--- config.mk ---
export PLATFORM = sky130hd
export DESIGN_NAME = iterative_multiplier
export DESIGN_NICKNAME = d
export VERILOG_FILES = /design/src/rtl/mul_pkg.sv /design/src/rtl/iterative_multiplier.sv
export SDC_FILE = /design/constraint.sdc
export NUM_CORES = 1
export LEC_CHECK = 0
export BUFFER_PORTS_ARGS = -buffer_cell sky130_fd_sc_hd__buf_2
export CELL_PAD_IN_SITES_DETAIL_PLACEMENT = 0
export CELL_PAD_IN_SITES_GLOBAL_PLACEMENT = 1
export CORE_MARGIN = 4
export CORE_UTILIZATION = 35
export CTS_CLUSTER_DIAMETER = 100
export DETAILED_ROUTE_END_ITERATION = 12
export GPL_ROUTABILITY_DRIVEN = 0
export PLACE_DENSITY_LB_ADDON = 0.1
export SLEW_MARGIN = 20
export SYNTH_ARGS = -nofsm -noshare
export SYNTH_HDL_FRONTEND = slang
export SYNTH_SLANG_ARGS = --single-unit
--- constraint.sdc ---
create_clock -name clk -period 4.3 [get_ports clk]
set_input_delay 0.43 -clock clk [delete_from_list [all_inputs] [get_ports clk]]
set_output_delay 0.43 -clock clk [all_outputs]
set_load 0.01 [all_outputs]
--- src/rtl/mul_pkg.sv ---
// Shared types and constants for the iterative multiply unit.
package mul_pkg;

  // Controller states: waiting for a request, shifting/adding, writing the result.
  typedef enum logic [1:0] {
    IDLE = 2'd0,
    RUN  = 2'd1,
    DONE = 2'd2
  } state_t;

  // Default operand width (matches the register file data path).
  localparam int MUL_WIDTH = 32;

  // Full product width for the default operand width.
  localparam int MUL_PROD_W = 2 * MUL_WIDTH;

endpackage

--- src/rtl/iterative_multiplier.sv ---
// Radix-2 shift-add multiplier: one multiplier bit per cycle on operand
// magnitudes, with the sign applied to the finished product.
module iterative_multiplier
  import mul_pkg::*;
#(
  parameter int WIDTH = MUL_WIDTH,
  parameter int CNT_W = 6
) (
  input  logic             clk,
  input  logic             reset,
  input  logic             start,
  input  logic             is_signed,
  input  logic [0:WIDTH-1] opA,
  input  logic [0:WIDTH-1] opB,
  output logic             busy,
  output logic             done,
  output logic [WIDTH-1:0] result_lo,
  output logic [WIDTH-1:0] result_hi
);

  localparam int PW = 2 * WIDTH;

  // Operand buses are numbered with bit 0 as the MSB; copying into a
  // descending vector keeps the numeric value and puts the MSB at WIDTH-1.
  logic [WIDTH-1:0] a_val;
  logic [WIDTH-1:0] b_val;
  assign a_val = opA;
  assign b_val = opB;

  state_t           state_reg;
  logic [CNT_W-1:0] cnt_reg;
  logic [PW:0]      acc_reg;
  logic [WIDTH-1:0] mcand_reg;
  logic [WIDTH-1:0] mplier_reg;
  logic             neg_reg;

  logic             a_neg;
  logic             b_neg;
  logic [WIDTH-1:0] a_mag;
  logic [WIDTH-1:0] b_mag;
  logic [WIDTH:0]   sum;
  logic [WIDTH:0]   upper_next;
  logic [PW:0]      acc_next;
  logic [PW-1:0]    product;
  logic [PW-1:0]    result_next;

  // Operand magnitudes, one shift-add step, and the signed final product.
  always_comb begin
    a_neg = is_signed & a_val[WIDTH-1];
    b_neg = is_signed & b_val[WIDTH-1];
    // The most-negative value negates to itself, which read as unsigned
    // is exactly its magnitude.
    a_mag = a_neg ? -a_val : a_val;
    b_mag = b_neg ? -b_val : b_val;

    // Upper half keeps one extra bit so the carry of the add survives the shift.
    sum        = acc_reg[PW:WIDTH] + {1'b0, mcand_reg};
    upper_next = mplier_reg[0] ? sum : acc_reg[PW:WIDTH];
    acc_next   = {upper_next, acc_reg[WIDTH-1:0]} >> 1;

    product     = acc_reg[PW-1:0];
    result_next = neg_reg ? -product : product;
  end

  assign busy = (state_reg != IDLE);

  // Controller and datapath registers; outputs are registered here as well.
  always_ff @(posedge clk or negedge reset) begin
    if (!reset) begin
      state_reg  <= IDLE;
      cnt_reg    <= '0;
      acc_reg    <= '0;
      mcand_reg  <= '0;
      mplier_reg <= '0;
      neg_reg    <= 1'b0;
      done       <= 1'b0;
      result_lo  <= '0;
      result_hi  <= '0;
    end else begin
      done <= 1'b0;
      case (state_reg)
        IDLE: begin
          if (start) begin
            mcand_reg  <= a_mag;
            mplier_reg <= b_mag;
            neg_reg    <= a_neg ^ b_neg;
            acc_reg    <= '0;
            cnt_reg    <= '0;
            state_reg  <= RUN;
          end
        end
        RUN: begin
          acc_reg    <= acc_next;
          mplier_reg <= mplier_reg >> 1;
          cnt_reg    <= cnt_reg + 1'b1;
          if (cnt_reg == CNT_W'(WIDTH - 1)) begin
            state_reg <= DONE;
          end
        end
        DONE: begin
          result_lo <= result_next[WIDTH-1:0];
          result_hi <= result_next[PW-1:WIDTH];
          done      <= 1'b1;
          state_reg <= IDLE;
        end
        default: begin
          state_reg <= IDLE;
        end
      endcase
    end
  end

endmodule

Yosys cells after proc, flatten, opt, wreduce, memory -nomap -nowiden
Cells that the tools add are included.
{"block": "word_totals", "ff_bits": 203, "latchBits": 0, "ramBits": 0, "rom_bits": 0, "inputBits": 68, "out_inout_bits": 66, "wordCells": 42, "n_memories": 0}
{"block": "classes", "n_addsub": 5, "n_mul": 0, "div_mod_pow": 0, "magnitude_cmp": 0, "n_eq_ne": 5, "shift": 0, "muxes": 14, "bitwise": 3, "n_reduce_logical": 6}
{"operator": "$pmux 65 s2", "count": 1}
{"operator": "$mux 32", "count": 3}
{"operator": "$mux 65", "count": 1}
{"operator": "$mux 64", "count": 1}
{"operator": "$neg 32->32", "count": 2}
{"operator": "$neg 64->64", "count": 1}
{"operator": "$pmux 32 s2", "count": 1}
{"operator": "$add 33x32->33", "count": 1}
{"operator": "$mux 33", "count": 1}
{"operator": "$pmux 6 s2", "count": 1}
{"operator": "$add 6x1->6 const B", "count": 1}
{"operator": "$eq 6x5->1 const B", "count": 1}
{"operator": "$mux 6", "count": 1}
{"operator": "$reduce_and 2->1", "count": 3}
{"operator": "$mux 2", "count": 2}
{"operator": "$ne 2x2->1 const B", "count": 2}
{"operator": "$pmux 2 s2", "count": 1}
{"operator": "$reduce_bool 2->1", "count": 2}
{"operator": "$and 1x1->1", "count": 2}
{"operator": "$eq 2x1->1 const B", "count": 1}
{"operator": "$eq 2x2->1 const B", "count": 1}
{"operator": "$logic_not 2->1", "count": 1}
{"operator": "$mux 1", "count": 1}
{"operator": "$xor 1x1->1", "count": 1}

Logic depth before layout (Yosys ltp)
{"block": "logic_depth", "ltp_word": 4, "depth_mapped": 11, "mapped_depth_nobuf": 11}

Worst setup path after synthesis
OpenSTA, ideal clock, no wires.
{"block": "synth_timing", "kind": "reg-to-reg", "start": "register acc_reg[1]", "end": "register result_hi[26]", "setup_time_ps": 127, "arrival_time_ps": 2573, "required_time_ps": 4173, "slack_ps": 1600, "path_stages_with_launch": 11, "n_path_buf": 0, "period_less_slack_ps": 2700, "cell_sequence": "dfrtp_1 -> inv_1 -> ha_1 -> or4b_1 -> nor3_1 -> and4_1 -> nand2_2 -> or4_4 -> o21ai_2 -> xor2_1 -> o21ai_1"}
{"block": "synth_between", "elab_chain_cells": 2}
{"item": "from (decl)", "line_no": "iterative_multiplier.sv:32", "text": "logic [PW:0] acc_reg;"}
{"item": "from (signal assigned)", "line_no": "iterative_multiplier.sv:93", "text": "acc_reg <= acc_next;"}
{"item": "$neg 64->64", "line_no": "iterative_multiplier.sv:62", "text": "result_next = neg_reg ? -product : product;"}
{"item": "$mux 64", "line_no": "iterative_multiplier.sv:62"}
{"item": "to (signal assigned)", "line_no": "iterative_multiplier.sv:102", "text": "result_hi <= result_next[PW-1:WIDTH];"}
{"item": "to (decl)", "line_no": "iterative_multiplier.sv:18", "text": "output logic [WIDTH-1:0] result_hi"}
No other way between the ends.
A chain may end at the register's enable or synchronous reset.

Worst setup path in the final report
{"block": "layout_timing", "start": "register acc_reg[16]", "end": "register result_hi[17]"}
The elaborated chain is that of the path after synthesis.

==> flow_summary.ini <==
[die]
die_area_sq_um = 37500
num_rows = 67
design.core.area_sq_um = 33800
die_height_um = 194
die_w_um = 194
start_util = 0.357
num_io_pins = 134

[setup_path]
r2r_slack_ps = 1000
ff2ff_path_depth = 8
reg2reg_to = result_hi[17]$_DFFE_PN0P_
path_class = reg2reg
cp.arrival_ps = 3680
crit_path_top_delay_cell = or4_4
critPathMaxFanout = 6
endpoint_kind = flop
cp-start-kind = flop
required_ps = 4670
rr_startpoint = acc_reg[16]$_DFFE_PN0P_
path_cells = or4_4 > nor4_2 > nand3_2 > nor3_1 > nand2_1 > o41ai_1 > xor2_1 > o21ai_0
slowest_delay_ps = 590

[final_layout]
fin_nets = 1533
largest_register_ffs = 64
area_growth_pct = 15.0
stdcell_count = 1891
num_antenna_cells = 0
drive_above_1_share = 0.148

[logic_synthesis]
synth_cells = 1341
synthDistinctLibCells = 70
syn_area_sq_um = 12000
seq_area_frac_synth = 0.420
synth-seq-cells = 202
synthFlopType = dfrtp_1
synth_fp_nets = 1446
yosysWarnings = 0
syn_avg_cell_area_sq_um = 8.99
synth_enable_flop_cells = 0
synth_async_sr_flop_share = 1.00

[routing]
antenna_left = 0
dr.pass1.iters = 5
vias_per_cell = 5.27
drt_wl_total_um = 33600
drt_iter0_drc = 610
drc = 0
wl_per_cell_um = 17.8
vias = 9970
top_layer = met4
wl_met2_um = 14600
wl_met3_um = 1220
route.layer.met1.wl_um = 17400

[global_routing]
grt_pass1_wl_um = 55200
gr-usage-all-layers = 0.174
grt_antenna_before_repair = 0
grt-ovfl-total = 0
grt_max_degree = 105
grt_pass1_vias = 9901

[timing]
tns_ps = 0
grt_setup_unrepaired = false
post-route-min-period_ps = 3300
fin_crit_sh = 0.768
fmax_ghz = 0.303
hold_viol = 6
slew_headroom = 0.418
slew_viol_final = 0
fin_worst_skew_ps = 19.4
setup_viol = 0
holdWs_ps = -8.02
worst_slew_pin_slew_ps = 873

[clock_tree]
clock_path_buffers = 3
cts.repair.resized = 0
ctsHoldBuffers = 0
root_buffer = clkbuf_16
postCtsSetupBuffers = 0
cts-buffers-inserted = 25
clkTransAtPathRegs_ps = 60
cts_tree = yes
clock_latency_ps = 530
cts.sinks = 202
h-tree-depth = 1

[placement]
portBuffers = 133
dp_cells = 1849
hpwl_um = 24800

[pwr]
p_seq_frac = 0.359
peakVddDrop_mv = 0.274
power.density_nw_per_um2 = 589
p_leak_nw = 6.07
combPwrFrac = 0.386
clockPowerShare = 0.255
internal_power_mw = 4.92
swShare = 0.398
p_switching_mw = 3.25

[run_status]
violations = negative hold slack
status = finished with violations

[worst_hold_path]
min_path_type = in2async

[run]
max_cap_violations = 0
## cells in the mapped netlist, types with 21 or more instances
master	count	area share
a21oi_1	56	0.023
a22o_1	28	0.020
a22oi_1	40	0.025
clkbuf_1	74	0.023
dfrtp_1	202	0.42
ha_1	36	0.037
nand2_1	185	0.058
nand3_1	23	0.0096
nor2_1	58	0.018
nor3_1	21	0.0087
o21ai_0	201	0.083
o31ai_1	26	0.016
xnor2_1	56	0.041
xor2_1	93	0.068
## metrics by stage
stage	util	hold WS [ps]	instance area, sq um	total power [mW]	worst slack (ps)
finish	0.410	-8.02	13900	8.17	996
global route	0.410	69.7	13900	8.79	747
CTS	0.410	42.0	13900	8.25	961
detailed placement	0.386	466	13000	6.12	984
global placement	0.386	458	13000	6.13	1020
floorplan	-	134	12000	5.14	1600
## how the worst max path moves through the flow
stage	from	endpoint	slack [ps]	cells past startpoint
after floorplan	acc_reg[1]$_DFFE_PN0P_	result_hi[26]$_DFFE_PN0P_	1600	10
after global placement	acc_reg[16]$_DFFE_PN0P_	result_hi[25]$_DFFE_PN0P_	1020	8
after detailed placement	acc_reg[16]$_DFFE_PN0P_	result_hi[17]$_DFFE_PN0P_	980	8
after CTS	acc_reg[16]$_DFFE_PN0P_	result_hi[17]$_DFFE_PN0P_	960	8
after global routing	acc_reg[16]$_DFFE_PN0P_	result_hi[25]$_DFFE_PN0P_	750	8
final	acc_reg[16]$_DFFE_PN0P_	result_hi[17]$_DFFE_PN0P_	1000	8
## layout by cell type, fill, tap and decap left out, types with 6 or more instances in the layout
cell type / synthesis / layout
a21o_1: 13 / 13
a21oi_1: 56 / 56
a22o_1: 28 / 28
a22oi_1: 40 / 40
a31oi_1: 14 / 14
and3_1: 6 / 6
buf_2: 0 / 132
buf_4: 1 / 9
clkbuf_16: 0 / 25
clkbuf_8: 0 / 7
dfrtp_1: 202 / 201
ha_1: 36 / 36
inv_1: 19 / 19
mux2i_1: 13 / 13
nand2_1: 185 / 185
nand2b_1: 11 / 11
nand3_1: 23 / 23
nand4_1: 13 / 13
nor2_1: 58 / 56
nor2b_1: 6 / 6
nor3_1: 21 / 21
nor4_1: 16 / 16
o21ai_0: 201 / 201
o31ai_1: 26 / 26
o41ai_1: 15 / 15
or2_2: 7 / 7
or3_1: 12 / 12
or4_1: 9 / 9
xnor2_1: 56 / 56
xor2_1: 93 / 93
## critical path: cells and delay by family, from the launching register on
kind | cells | cell delay, ps
AO/OA/AOI/OAI | 2 | 450
XOR/XNOR | 1 | 170
flip-flops | 1 | 430
AND/OR/NAND/NOR | 5 | 2100
## power by group through the flow
stage / registers, mW / logic [mW] / clock network, mW
4_1_cts: 2.92 / 3.18 / 2.15
2_1_floorplan: 2.67 / 2.48 / 0
3_3_place_gp: 2.95 / 3.18 / 0
3_5_place_dp: 2.95 / 3.17 / 0
5_1_grt: 3.00 / 3.58 / 2.22
6_report: 2.93 / 3.16 / 2.08
## logic make-up after synthesis
kind of cell / after synthesis / synth area share
compound gates: 442 / 0.228
simple gates: 397 / 0.160
flops: 202 / 0.420
xor+xnor: 149 / 0.108
buf+inv: 101 / 0.0334
fa+ha+maj: 37 / 0.0390
mux: 13 / 0.0108
## layout make-up
cell class	count	area, sq um
clock buffer	35	723
clock inverter	7	93.8
fill	3440	19900
inverter	19	71.3
multi-input combinational	1038	6610
sequential	202	5060
tap	448	561
timing repair buffer	142	742
## layer usage
metal | global-route usage | vias to the layer above
met5 | 0 | -
met4 | 0.0270 | 0
met3 | 0.0238 | 30
met2 | 0.270 | 155
met1 | 0.266 | 4752
li1 | - | 5033
(Power assumes the default switching activity.)
